File: config.mk
export PLATFORM = sky130hd
export DESIGN_NAME = demorgan_sweep_ctrl
export DESIGN_NICKNAME = d
export VERILOG_FILES = /design/src/rtl/demorgan_sweep_pkg.sv /design/src/rtl/demorgan_golden_cmp.sv /design/src/rtl/demorgan_sweep_ctrl.sv
export SDC_FILE = /design/constraint.sdc
export NUM_CORES = 1
export LEC_CHECK = 0
export ABC_AREA = 1
export BUFFER_PORTS_ARGS = -buffer_cell sky130_fd_sc_hd__buf_2
export CORE_MARGIN = 4
export CORE_UTILIZATION = 57
export DETAILED_ROUTE_END_ITERATION = 10
export MAX_ROUTING_LAYER = met4
export PLACE_DENSITY_LB_ADDON = 0.3
export SETUP_SLACK_MARGIN = 0.2
export SLEW_MARGIN = 5
export SYNTH_ARGS = -nofsm -noshare
export SYNTH_HDL_FRONTEND = slang
export SYNTH_SLANG_ARGS = --single-unit
File: constraint.sdc
create_clock -name clk -period 3.8 [get_ports clk]
set_input_delay 0.57 -clock clk [delete_from_list [all_inputs] [get_ports clk]]
set_output_delay 0.57 -clock clk [all_outputs]
set_load 0.005 [all_outputs]
File: src/rtl/demorgan_sweep_pkg.sv
// rtl/demorgan_sweep_pkg.sv - shared state encoding and sizing helper for the De Morgan sweep sequencer
//
// Purpose: state encoding shared by the sequencer and anything that inspects it,
//          plus the vector-count helper used to size the sweep.
// Contents: state_t (ST_IDLE, ST_DRIVE, ST_CHECK, ST_DONE), vec_count().
package demorgan_sweep_pkg;

    typedef enum logic [1:0] {
        ST_IDLE  = 2'd0,
        ST_DRIVE = 2'd1,
        ST_CHECK = 2'd2,
        ST_DONE  = 2'd3
    } state_t;

    // Number of (a, b) operand pairs for a given operand width.
    function automatic int vec_count(input int width);
        return 1 << (2 * width);
    endfunction

endpackage

File: src/rtl/demorgan_golden_cmp.sv
// rtl/demorgan_golden_cmp.sv - combinational golden compare for one De Morgan result vector
//
// Purpose: flags a vector whose results disagree with each other or with the
//          golden NOR/NAND of the driven operands.
// Ports:
//   a_i, b_i      operands currently driven to the datapath
//   cos_i, poc_i  datapath ~(a|b) and ~a&~b results
//   cop_i, soc_i  datapath ~(a&b) and ~a|~b results
//   fail_o        1 when any of the four checks disagrees
module demorgan_golden_cmp #(
    parameter int WIDTH = 2
) (
    input  logic [WIDTH-1:0] a_i,
    input  logic [WIDTH-1:0] b_i,
    input  logic [WIDTH-1:0] cos_i,
    input  logic [WIDTH-1:0] poc_i,
    input  logic [WIDTH-1:0] cop_i,
    input  logic [WIDTH-1:0] soc_i,
    output logic             fail_o
);

    logic [WIDTH-1:0] nor_gold;
    logic [WIDTH-1:0] nand_gold;

    assign nor_gold  = ~(a_i | b_i);
    assign nand_gold = ~(a_i & b_i);

    // Pairwise checks catch a broken form of either law; golden checks catch
    // a datapath where both forms are wrong in the same way.
    assign fail_o = (cos_i != poc_i)    ||
                    (cop_i != soc_i)    ||
                    (cos_i != nor_gold) ||
                    (cop_i != nand_gold);

endmodule

File: src/rtl/demorgan_sweep_ctrl.sv
// rtl/demorgan_sweep_ctrl.sv - self-test sequencer sweeping every operand pair through the De Morgan datapath
//
// Purpose: on start, drives every (a, b) pair with b as the major index, holds
//          each for HOLD_CYCLES, checks the returned results, counts failing
//          vectors, captures the first failing pair and pulses done.
// Ports:
//   clk, rst        clock (rising edge) and asynchronous active-high reset
//   start, abort    begin a sweep (IDLE only) / cancel a sweep without done
//   cos_i..soc_i    datapath result buses
//   a_o, b_o        registered operands to the datapath
//   busy            high in DRIVE and CHECK
//   done            one-cycle completion pulse
//   pass            1 when the last completed sweep had no failures
//   err_cnt         failing-vector count of the last sweep
//   fail_a, fail_b  operands of the first failing vector
module demorgan_sweep_ctrl
    import demorgan_sweep_pkg::*;
#(
    parameter int WIDTH       = 2,
    parameter int HOLD_CYCLES = 1
) (
    input  logic               clk,
    input  logic               rst,
    input  logic               start,
    input  logic               abort,
    input  logic [WIDTH-1:0]   cos_i,
    input  logic [WIDTH-1:0]   poc_i,
    input  logic [WIDTH-1:0]   cop_i,
    input  logic [WIDTH-1:0]   soc_i,
    output logic [WIDTH-1:0]   a_o,
    output logic [WIDTH-1:0]   b_o,
    output logic               busy,
    output logic               done,
    output logic               pass,
    output logic [2*WIDTH:0]   err_cnt,
    output logic [WIDTH-1:0]   fail_a,
    output logic [WIDTH-1:0]   fail_b
);

    localparam int IW     = 2 * WIDTH;
    localparam int EW     = 2 * WIDTH + 1;
    localparam int N_VEC  = vec_count(WIDTH);
    localparam int HW     = (HOLD_CYCLES > 1) ? $clog2(HOLD_CYCLES) : 1;

    localparam logic [IW-1:0] IDX_LAST  = IW'(N_VEC - 1);
    localparam logic [HW-1:0] HOLD_LAST = HW'(HOLD_CYCLES - 1);

    state_t            state_q;
    logic [IW-1:0]     idx_q;
    logic [HW-1:0]     hold_q;
    logic              busy_q;
    logic              done_q;
    logic              pass_q;
    logic [EW-1:0]     err_cnt_q;
    logic [WIDTH-1:0]  fail_a_q;
    logic [WIDTH-1:0]  fail_b_q;

    logic              vec_fail;

    // Operands come straight off the index register, so they are registered.
    assign a_o = idx_q[WIDTH-1:0];
    assign b_o = idx_q[IW-1:WIDTH];

    demorgan_golden_cmp #(
        .WIDTH (WIDTH)
    ) u_cmp (
        .a_i    (a_o),
        .b_i    (b_o),
        .cos_i  (cos_i),
        .poc_i  (poc_i),
        .cop_i  (cop_i),
        .soc_i  (soc_i),
        .fail_o (vec_fail)
    );

    always_ff @(posedge clk or posedge rst) begin
        if (rst) begin
            state_q   <= ST_IDLE;
            idx_q     <= '0;
            hold_q    <= '0;
            busy_q    <= 1'b0;
            done_q    <= 1'b0;
            pass_q    <= 1'b0;
            err_cnt_q <= '0;
            fail_a_q  <= '0;
            fail_b_q  <= '0;
        end else begin
            done_q <= 1'b0;
            if (state_q != ST_IDLE && abort) begin
                // Partial results stay visible; pass was cleared at start.
                state_q <= ST_IDLE;
                busy_q  <= 1'b0;
                hold_q  <= '0;
            end else begin
                case (state_q)
                    ST_IDLE: begin
                        if (start && !abort) begin
                            state_q   <= ST_DRIVE;
                            busy_q    <= 1'b1;
                            idx_q     <= '0;
                            hold_q    <= '0;
                            err_cnt_q <= '0;
                            fail_a_q  <= '0;
                            fail_b_q  <= '0;
                            pass_q    <= 1'b0;
                        end
                    end
                    ST_DRIVE: begin
                        if (hold_q == HOLD_LAST) begin
                            hold_q  <= '0;
                            state_q <= ST_CHECK;
                        end else begin
                            hold_q <= hold_q + HW'(1);
                        end
                    end
                    ST_CHECK: begin
                        if (vec_fail) begin
                            err_cnt_q <= err_cnt_q + EW'(1);
                            if (err_cnt_q == '0) begin
                                fail_a_q <= a_o;
                                fail_b_q <= b_o;
                            end
                        end
                        if (idx_q == IDX_LAST) begin
                            // idx is left at the last vector rather than wrapping.
                            state_q <= ST_DONE;
                            busy_q  <= 1'b0;
                        end else begin
                            idx_q   <= idx_q + IW'(1);
                            state_q <= ST_DRIVE;
                        end
                    end
                    ST_DONE: begin
                        done_q  <= 1'b1;
                        pass_q  <= (err_cnt_q == '0);
                        state_q <= ST_IDLE;
                    end
                    default: begin
                        state_q <= ST_IDLE;
                        busy_q  <= 1'b0;
                    end
                endcase
            end
        end
    end

    assign busy    = busy_q;
    assign done    = done_q;
    assign pass    = pass_q;
    assign err_cnt = err_cnt_q;
    assign fail_a  = fail_a_q;
    assign fail_b  = fail_b_q;

endmodule

==> results.toml <==
[floorplan]
die_area_sq_mm = 0.00302
initial_core_util_pct = 62.3
rows = 16
die_h_microns = 55.0
core_area_sq_mm = 0.00202
die_w_microns = 55.0
io_pins = 28

[worst_hold_path]
hold_class = "primary input to async pin"

[power]
vdd_drop_max_v = 0.000322
pwr_density_cell_mw_per_mm2 = 555
leakagePower_nw = 0.841

[sta]
fin_tns_setup_ns = 0
finalSetupViolations = 0
min_period_ns = 2.05
slew_violations = 0
tightest_slew_ns = 0.668
max_freq_mhz = 489
maxSlewHeadroom_pct = 55.4
clock_skew_ns = 0.00441
rsz0062_at_grt = "false"
hold_viol = 0
min_period_over_period_pct = 53.9

[drt]
via_per_inst = 5.13
drtPass1Iterations = 4
wl_mm = 2.56
first_iter_violations = 16
vias = 1119
antenna_left = 0
drc = 0
wl_per_cell_microns = 11.7

[setup_path]
critPathKind = "flip-flop to flip-flop"
crit_chain = "inv_1 > ha_1 > a21oi_2 > nor2_8 > inv_2 > nor2_4 > inv_2 > a21oi_2 > a21oi_2"
reg2reg_depth = 9
rr_endpoint = "idx_q[2]"
cpMaxStageDelayCell = "ha_1"
ff2ff_setup_slack_ns = 1.75
cp-start-kind = "flip-flop"
timing.rr.start = "state_q[0]"
cp_data_arrival_time_ns = 2.25
crit_fanout = 18
cp_common_cell = "a21oi_2"
max_stage_delay_ns = 0.59
cp-end-kind = "flip-flop"
cp.required_ns = 4.01

[grt]
globalRouteOverflowTotal = 0
antenna_found_initial = 0
grt_pass1_vias = 1006
grt_max_degree = 19
grtUsageMet3_pct = 4.02
grt_use_total_pct = 20.3
gr-usage-met1_pct = 22.0
grt_pass1_wl_mm = 4.17
grt-busiest-layer = "met2"
grt_util_met2_pct = 35.6

[cells_and_area]
multi_input_area_sq_um = 686
syn_to_final_growth_pct = 13.8
regArea_sq_um = 450
drive_gt1_share_pct = 30.9
design_area_sq_mm = 0.00143
nets = 211
nFillCells = 160
antenna_cells = 0

[clock_tree]
cts_sinks = 18
clk_pin_slew_worst_paths_ns = 0.10
cts_hold_buf = 0
htree_num_levels = 1
ctsRootBufferMaster = "clkbuf_4"
numCtsBuffers = 3
insertion_delay_ns = 0.31
cts_setup_buffers = 0
cts-resized-gates = 0
cts_tree = "built"
clockBufferDepth = 2

[synth]
synth_cells = 164
synth.area.top_cells = "dfrtp_1, nand2_1, inv_1"
synthAdderAreaFrac_pct = 5.96
ys_seq_elements = 18
ys_warn_count = 0
synth_top_family_by_area = "simple AND/OR/NAND/NOR gates"
synth_fp_nets = 182
synth-seq-area-share_pct = 35.8
synth_top_area_share_pct = 35.8
synth_compound_area_share_pct = 11.3
synth-xor-area-share_pct = 1.39
syn_area_per_cell_sq_um = 7.68
synthMuxAreaShare_pct = 0
ys_types = 29
syn_area_sq_mm = 0.00126
synth_area_leader_cell = "dfrtp_1"
synth-simple-area-share_pct = 35.8

[place]
hpwl_mm = 1.99
postPlaceCellArea_sq_mm = 0.00141
gp_congestion = 0.788
io_buffers = 27

[job]
drv_cap = 0

[outcome]
status = "completed"
synthesized netlist by cell type:
cell type  count
a21oi_2        3
a21oi_4        1
a22o_1         1
buf_2          2
buf_4          1
dfrtp_1       18
ha_1           6
inv_1         23
inv_2          5
nand2_1       43
nand2_2        6
nand2_4        1
nand2_8        1
nand3_1       12
nand3_2        1
nand4_1        7
nor2_1        12
nor2_2         2
nor2_4         2
nor2_8         1
o211ai_1       1
o21ai_0        4
o21ai_1        1
o21ai_2        5
o22a_1         1
o22ai_1        1
or2_2          1
xnor2_1        1
xor2_1         1
worst max-delay path by stage:
stage / endpoint / cells past startpoint / start
6_report: idx_q[2] / 9 / state_q[0]
5_1_grt: idx_q[2] / 9 / state_q[0]
4_1_cts: idx_q[2] / 9 / state_q[0]
3_5_place_dp: idx_q[2] / 9 / state_q[0]
3_3_place_gp: idx_q[2] / 9 / state_q[0]
2_1_floorplan: idx_q[2] / 10 / state_q[0]
state kept, by name, indices dropped and copies added, names as in the netlist:
| register | count |
|---|---|
| fail_a | 2 |
| fail_b | 2 |
| err_cnt | 5 |
| state_q | 2 |
| pass | 1 |
| idx_q | 4 |
| busy | 1 |
| done | 1 |
report_power, final:
group | total [W] | switching [W] | internal, W | leakage, nW
clock network | 0.0000970 | 0.0000599 | 0.0000371 | 0.0138
registers | 0.000270 | 0.0000410 | 0.000229 | 0.245
logic | 0.000428 | 0.000276 | 0.000152 | 0.582
metrics by stage:
| stage | utilization [%] | hold slack [ns] | total power (W) | instances | setup WS [ns] |
|---|---|---|---|---|---|
| 2_1_floorplan | - | 0.465 | 0.000607 | 164 | 2.31 |
| 3_3_place_gp | 69.7 | 0.450 | 0.000681 | 215 | 1.87 |
| 3_5_place_dp | 69.7 | 0.454 | 0.000699 | 215 | 1.78 |
| 4_1_cts | 70.9 | 0.374 | 0.000795 | 218 | 1.76 |
| 5_1_grt | 70.9 | 0.414 | 0.000856 | 218 | 1.60 |
| 6_report | 70.9 | 0.341 | 0.000795 | 218 | 1.75 |
critical path: cells and delay by family (launching register included):
kind | cells | cell delay (ns)
flops | 1 | 0.39
compound gates | 3 | 0.34
buf+inv | 3 | 0.26
fa+ha+maj | 1 | 0.59
simple gates | 2 | 0.36
cell families (layout without fill, tap and decap cells):
kind of cell	count (synthesis)	after routing
and+or+nand+nor	89	89
adders and majority gates	6	6
DFF	18	18
buffers and inverters	31	58
xor gates and xnor gates	2	2
AOI/OAI and AO/OA	18	18
cell type report:
class | instances | area share, %
Clock buffer | 3 | 1.57
Inverter | 28 | 7.34
Multi-Input combinational cell | 115 | 47.9
Sequential cell | 18 | 31.4
Tap cell | 27 | 2.36
Timing Repair Buffer | 27 | 9.43
placed cells by master, fill, tap and decap left out, types with 2 or more instances in the layout:
master	Yosys	layout
a21oi_2	3	3
buf_2	2	27
clkbuf_4	0	3
dfrtp_1	18	18
ha_1	6	6
inv_1	23	23
inv_2	5	5
nand2_1	43	43
nand2_2	6	6
nand3_1	12	12
nand4_1	7	7
nor2_1	12	12
nor2_2	2	2
nor2_4	2	2
o21ai_0	4	4
o21ai_2	5	5
routing by layer:
metal,vias to the layer above,part of all wire [%]
met2,30,50
met3,4,5.7
met5,-,0
met1,515,43
met4,0,1.8
li1,570,-
No activity file was read; power rests on OpenSTA's default activity.
